[src/rtl/sqlite_row_player.sv]
// sqlite_row_player: replays rows from the SQLite store. Issues one row-fetch request at a time
// to the DPI bridge, assembles the returned column beats into a whole row, buffers rows in a
// small FIFO and streams them out over valid/ready. A FIFO slot is reserved before each request
// is issued, so a returning row can always be pushed.
`timescale 1ns/1ps
module sqlite_row_player #(
  parameter int unsigned DATA_W   = 64,
  parameter int unsigned NUM_COLS = 4,
  parameter int unsigned ROW_ID_W = 32,
  parameter int unsigned DEPTH    = 4
) (
  input  logic                         clk,
  input  logic                         rst,
  input  logic                         start,
  input  logic [ROW_ID_W-1:0]          first_row_id,
  input  logic [ROW_ID_W-1:0]          row_count,
  output logic                         busy,
  output logic                         done,
  output logic                         err,
  output logic                         col_err,
  output logic                         req_valid,
  input  logic                         req_ready,
  output logic [ROW_ID_W-1:0]          req_row_id,
  input  logic                         rsp_valid,
  output logic                         rsp_ready,
  input  logic [DATA_W-1:0]            rsp_data,
  input  logic                         rsp_last,
  input  logic                         rsp_err,
  output logic                         out_valid,
  input  logic                         out_ready,
  output logic [NUM_COLS*DATA_W-1:0]   out_row,
  output logic [ROW_ID_W-1:0]          out_row_id,
  output logic                         out_last
);

  localparam int unsigned RowW = NUM_COLS * DATA_W;
  localparam int unsigned PtrW = (DEPTH > 1) ? $clog2(DEPTH) : 1;
  localparam int unsigned CntW = $clog2(DEPTH + 1);
  localparam int unsigned ColW = $clog2(NUM_COLS + 1);

  localparam logic [CntW-1:0]     DepthC   = CntW'(DEPTH);
  localparam logic [ColW-1:0]     NumColsC = ColW'(NUM_COLS);
  localparam logic [ColW-1:0]     LastColC = ColW'(NUM_COLS - 1);
  localparam logic [ROW_ID_W-1:0] OneId    = ROW_ID_W'(1);

  typedef enum logic [1:0] {
    StIdle,
    StReq,
    StCollect,
    StDrain
  } state_e;

  state_e                state_q;
  logic                  done_q;
  logic                  err_q;
  logic                  col_err_q;
  logic [ROW_ID_W-1:0]   id_q;
  logic [ROW_ID_W-1:0]   rem_q;
  logic [ColW-1:0]       col_q;
  logic [RowW-1:0]       row_q;

  // Row FIFO storage and bookkeeping
  logic [RowW-1:0]       mem_row  [DEPTH];
  logic [ROW_ID_W-1:0]   mem_id   [DEPTH];
  logic                  mem_last [DEPTH];
  logic [PtrW-1:0]       wr_ptr_q;
  logic [PtrW-1:0]       rd_ptr_q;
  logic [CntW-1:0]       cnt_q;

  logic                  beat;
  logic                  push;
  logic                  pop;
  logic                  push_last;
  logic [RowW-1:0]       row_merged;

  assign beat      = (state_q == StCollect) && rsp_valid;
  assign push      = beat && !rsp_err && rsp_last;
  assign pop       = out_valid && out_ready;
  assign push_last = (rem_q == OneId);

  assign busy       = (state_q != StIdle);
  assign done       = done_q;
  assign err        = err_q;
  assign col_err    = col_err_q;
  // Requesting only while a slot is free reserves room for the row in flight.
  assign req_valid  = (state_q == StReq) && (cnt_q < DepthC);
  assign req_row_id = id_q;
  assign rsp_ready  = (state_q == StCollect);
  assign out_valid  = (cnt_q != '0);
  assign out_row    = mem_row[rd_ptr_q];
  assign out_row_id = mem_id[rd_ptr_q];
  assign out_last   = mem_last[rd_ptr_q];

  // Current row with this cycle's beat written into its column; beats past the end are dropped
  always_comb begin
    row_merged = row_q;
    for (int c = 0; c < int'(NUM_COLS); c++) begin
      if (col_q == ColW'(c)) begin
        row_merged[c*DATA_W +: DATA_W] = rsp_data;
      end
    end
  end

  // Run control: request sequencing, beat collection, sticky error flags and the done pulse
  always_ff @(posedge clk or posedge rst) begin
    if (rst) begin
      state_q   <= StIdle;
      done_q    <= 1'b0;
      err_q     <= 1'b0;
      col_err_q <= 1'b0;
      id_q      <= '0;
      rem_q     <= '0;
      col_q     <= '0;
      row_q     <= '0;
    end else begin
      done_q <= 1'b0;
      unique case (state_q)
        StIdle: begin
          if (start) begin
            if (row_count == '0) begin
              done_q <= 1'b1;
            end else begin
              id_q      <= first_row_id;
              rem_q     <= row_count;
              err_q     <= 1'b0;
              col_err_q <= 1'b0;
              state_q   <= StReq;
            end
          end
        end
        StReq: begin
          if (req_valid && req_ready) begin
            // Unfilled columns of a short row stay zero.
            col_q   <= '0;
            row_q   <= '0;
            state_q <= StCollect;
          end
        end
        StCollect: begin
          if (rsp_valid) begin
            if (rsp_err) begin
              err_q   <= 1'b1;
              state_q <= StDrain;
            end else begin
              row_q <= row_merged;
              if (col_q >= NumColsC) begin
                col_err_q <= 1'b1;
              end else begin
                col_q <= col_q + ColW'(1);
              end
              if (rsp_last) begin
                if (col_q < LastColC) begin
                  col_err_q <= 1'b1;
                end
                id_q    <= id_q + OneId;
                rem_q   <= rem_q - OneId;
                state_q <= (rem_q == OneId) ? StDrain : StReq;
              end
            end
          end
        end
        StDrain: begin
          if (cnt_q == '0) begin
            done_q  <= 1'b1;
            state_q <= StIdle;
          end
        end
        default: state_q <= StIdle;
      endcase
    end
  end

  // Row FIFO: push of a completed row and pop by the consumer may happen in the same cycle
  always_ff @(posedge clk or posedge rst) begin
    if (rst) begin
      wr_ptr_q <= '0;
      rd_ptr_q <= '0;
      cnt_q    <= '0;
      for (int i = 0; i < int'(DEPTH); i++) begin
        mem_row[i]  <= '0;
        mem_id[i]   <= '0;
        mem_last[i] <= 1'b0;
      end
    end else begin
      if (push) begin
        mem_row[wr_ptr_q]  <= row_merged;
        mem_id[wr_ptr_q]   <= id_q;
        mem_last[wr_ptr_q] <= push_last;
        wr_ptr_q           <= wr_ptr_q + PtrW'(1);
      end
      if (pop) begin
        rd_ptr_q <= rd_ptr_q + PtrW'(1);
      end
      unique case ({push, pop})
        2'b10:   cnt_q <= cnt_q + CntW'(1);
        2'b01:   cnt_q <= cnt_q - CntW'(1);
        default: cnt_q <= cnt_q;
      endcase
    end
  end

endmodule

[config.mk]
export PLATFORM = sky130hd
export DESIGN_NAME = sqlite_row_player
export DESIGN_NICKNAME = d
export VERILOG_FILES = /design/src/rtl/sqlite_row_player.sv
export SDC_FILE = /design/constraint.sdc
export NUM_CORES = 2
export LEC_CHECK = 0
export ABC_CLOCK_PERIOD_IN_PS = 81300
export CAP_MARGIN = 20
export CORE_UTILIZATION = 41
export CTS_CLUSTER_DIAMETER = 40
export CTS_CLUSTER_SIZE = 40
export DETAILED_ROUTE_END_ITERATION = 12
export GPL_TIMING_DRIVEN = 0
export PLACE_DENSITY = 0.66
export SLEW_MARGIN = 20
export SYNTH_ARGS = -nofsm -noshare
export SYNTH_HDL_FRONTEND = slang
export SYNTH_SLANG_ARGS = --single-unit
[constraint.sdc]
create_clock -name clk -period 81.3 [get_ports clk]
set_input_delay 16.26 -clock clk [delete_from_list [all_inputs] [get_ports clk]]
set_output_delay 16.26 -clock clk [all_outputs]
set_load 0.02 [all_outputs]
==> results <==
- The run finished with clean final reports.
- The initial cell density of the core is 0.415.
- After synthesis the cells add up to 64300 µm².
- The worst setup path is captured at an output port.
- The TritonCTS clock tree is yes.
- The cell with the most instances after synthesis is dfrtp_1.
- Entering global routing, the biggest net connects 110 pins.
- Setup total negative slack on the finished layout was measured at 0 ns.
- The post-placement cell area is 72000 µm².
- The site row count is 144.
- The cell count after placement is 8256.
- The worst setup timing slack at the placement stage is 60.84 ns.
- The routed wirelength normalized by instance count is 25.2 µm.
- In this run the tool buffered the top-level ports with 463 buffer cells.
- In the post-synthesis netlist, the biggest area contributors are dfrtp_1 58%, o21ai_0 10%, mux4_2 10%.
- Clock skew on the completed layout was measured at 0.0893 ns.
- The cell depth of the worst min-delay path is 2.
- Of the available clock period, the critical path in the final layout requires 0.255.
- The number of hold buffers added after CTS was 0.
- The first global-routing pass estimated 325 mm of wire.
- The biggest area contributor in the post-synthesis netlist is dfrtp_1.
- At the end of routability-driven placement, the weighted congestion stood at 0.954.
- The synthesized netlist net count is 5882.
- The worst endpoint required time is 65.04 ns.
- The detailed router finished its first iteration with 4499 violations.
- The insertion delay of the later-clocked pin in the worst-skew pair is 0.85 ns.
- The root buffer cell chosen for the clock tree is clkbuf_16.
- The floorplan die width is 398 µm.
- Timing would allow up to 0.0483 GHz.
- The static leakage is 33.6 nW.
- The flop-to-flop setup slack is 76.92 ns.
- By startpoint and endpoint, the worst setup path is classified as reg2out.
- The total count of max-transition violations in the final report came to 0.
- The H-tree generated during clock tree synthesis spans 4 levels.
- The final hold violation count is 0.
- The area of combinational cells with multiple inputs is 25100 µm².
- The total global-route track usage is 0.275.
- The tightest min-delay check is of the reg2reg type.
- In this run the worst path has a maximum fanout of 10.
- For this run, design rule violations remaining after detail routing come to 0.
- The remaining antenna violation count is 0.
- The clock net sink count is 1491.
- Counting I/O delays and the setup requirement, the final critical path takes 20.69 ns.
- Measured against its own limit, the worst slew margin works out to 0.191.
- Detailed placement ended at an HPWL of 156 mm.
- The floorplan step set the die height to 398 µm.
- The worst register-to-register path has a depth of 11.
- After detailed routing, the wire length on met1 is 85.9 mm.
- The synthesized design contains 0 enable-type register cells.
- From synthesis to final layout, the design area changed by 22.7%.
- Counting every instance in the synthesized netlist gives 5728.
- The average instance in the mapped netlist occupies 11.2 µm².
- By count the netlist is led by 1491 x dfrtp_1, 1338 x nand2_1, 1317 x o21ai_0.
- The startpoint identified for the worst register-to-register timing path is state_q[0]$_DFFE_PP0P_.
- Setup repair after global routing left no endpoint under its margin.
- The worst-case IR drop observed on VDD is 0.0258 mV.
- The number of setup buffers added after CTS is 0.
- The wire length on met2 is 100 mm.
- 464 I/O pins were placed.
- The endpoint identified for the worst register-to-register timing path is mem_row[399]$_DFFE_PP0P_.
- The clock passes through at most 3 buffers.
- The count of yosys warnings during synthesis is 0.
- The number of antenna violations at the first check in global routing is 15.
- In this run the most critical hold path is launched from mem_row[258]$_DFFE_PP0P_.
- The count of cells resized by post-cts repair is 0.
- STA puts the critical path data arrival time at 4.43 ns.
- Across the run, the number of max-cap violations was 0.
- The via count of the first global-routing pass is 50.6k.
- In the detailed route, the total length drawn on met3 is 21.0 mm.
- The detailed router placed 49.7k vias in this run.
- The uppermost layer routed is met5.
- The die outline area is 158000 µm².
- The number of distinct library cells after synthesis is 72.
- The startpoint type of the worst setup path is a register.
- Of the cells placed in the final design, the portion with a size suffix greater than 1 is 0.134.
- Synthesis inferred 1491 register bits.
- The number of nets at the end of the flow is 6559.
- In the final layout, flip-flops and latches occupy 37300 µm².
- Global routing finished with a remaining overflow of 0.
- The region available for standard cell placement spans 155000 µm².
- In this run the power density over the cells is 35.4 nW/µm².
- The final non-filler cell total is 8617.
- The share of synthesized area in the top cell type comes to 0.580.
- The measured slew at the worst slew-check pin is 1.21 ns.
- The capture endpoint of the worst hold path is mem_row[258]$_DFFE_PP0P_.
- The async set or reset register ratio after synthesis is 1.00.
- For this run, the register share of the synthesized area comes to 0.580.
- After routing the design area is 78900 µm².
- The number of buffers created by CTS is 191.
- After clock tree synthesis, the clock-pin slew on the worst setup and hold paths is 0.07 ns.
- Using the TritonRoute via totals, the vias-per-cell ratio works out to 5.77.
- Across all setup checks in the final design, the least slack found is 60.61 ns.
- The primary flip-flop cell chosen by synthesis mapping is dfrtp_1.
- The total wire length after detailed routing is 217 mm.
- Fill cells in the final layout number 13.7k.
- The number of optimization iterations in the first detailed-route pass is 8.
- The number of setup violations in the final report is 0.
## flip-flops by register name (all words and copies together) (netlist names), 2 cells and up
name and cells:
rem_q 32, req_row_id 32, col_q 3, rd_ptr_q 2, cnt_q 3, mem_id 128
mem_row 1024, state_q 2, row_q 256, wr_ptr_q 2, mem_last 4
## area by class of cell
cell class,count,share of cell area
inverter,27,0.00138
tap,2044,0.0324
sequential,1491,0.473
clock inverter,144,0.0236
multi-input combinational,3758,0.318
clock buffer,216,0.0630
antenna,1,0.0000317
buffer,452,0.0226
timing repair buffer,484,0.0656
## kinds of logic after synthesis
logic type,Yosys count,synth area share
buf+inv,479,0.0290
mux,677,0.164
xor+xnor,6,0.000818
flops,1491,0.580
fa+ha+maj,18,0.00362
simple gates,1553,0.0984
compound gates,1504,0.123
## how the worst max path moves through the flow
stage / from / to / slack (ns)
2_1_floorplan: rst / cnt_q[0]$_DFFE_PP0P_ / 22.98
3_3_place_gp: rst / mem_row[855]$_DFFE_PP0P_ / 7.23
3_5_place_dp: rsp_err / mem_row[25]$_DFFE_PP0P_ / 60.84
4_1_cts: rd_ptr_q[1]$_DFFE_PP0P_ / out_row_id[30] / 60.62
5_1_grt: rd_ptr_q[1]$_DFFE_PP0P_ / out_row_id[29] / 60.53
6_report: rd_ptr_q[1]$_DFFE_PP0P_ / out_row[197] / 60.61
## per-layer routing
layer / global-route usage / vias up
met2: 0.427 / 2086
met5: 0 / -
met1: 0.360 / 25500
li1: - / 21700
met3: 0.0769 / 443
met4: 0.117 / 8
## worst max-delay path, stage by stage, from the launching register on
cell,delay [ns]
dfrtp_1,0.34
clkbuf_2,0.61
buf_1,0.82
clkbuf_1,0.63
mux4_2,0.52
clkdlybuf4s50_1,0.67
## power breakdown
group,switching (W),internal [W],total [W]
clock network,0.000372,0.000518,0.000890
logic,0.000572,0.000352,0.000923
registers,0.0000925,0.000890,0.000982
total,0.00104,0.00176,0.00280
## through the flow
stage,hold WS [ns],power (W),utilization
final,0.473,0.00280,0.510
after global routing,0.490,0.00292,0.510
after CTS,0.478,0.00280,0.510
after detailed placement,0.465,0.00191,0.466
after global placement,0.455,0.00190,0.462
after floorplan,0.445,0.00155,-
## cell usage in the layout, fill, tap and decap left out, types with 15 or more instances in the layout
master	n
mux2i_1	260
ha_1	17
nand4_1	28
clkbuf_2	16
a31oi_1	20
nand3_1	32
buf_16	19
bufinv_16	19
a21oi_1	51
buf_1	66
inv_6	44
clkinv_2	19
o31ai_1	15
inv_1	25
nor4_1	19
clkbuf_1	334
dfrtp_1	1491
o22ai_1	15
nor3_1	21
clkinvlp_4	21
nand2_1	1338
buf_2	50
o21ai_0	1317
mux4_2	289
mux2_2	128
clkbuf_16	191
nor2_1	38
clkdlybuf4s50_1	463
No activity file was read; power rests on OpenSTA's default activity.
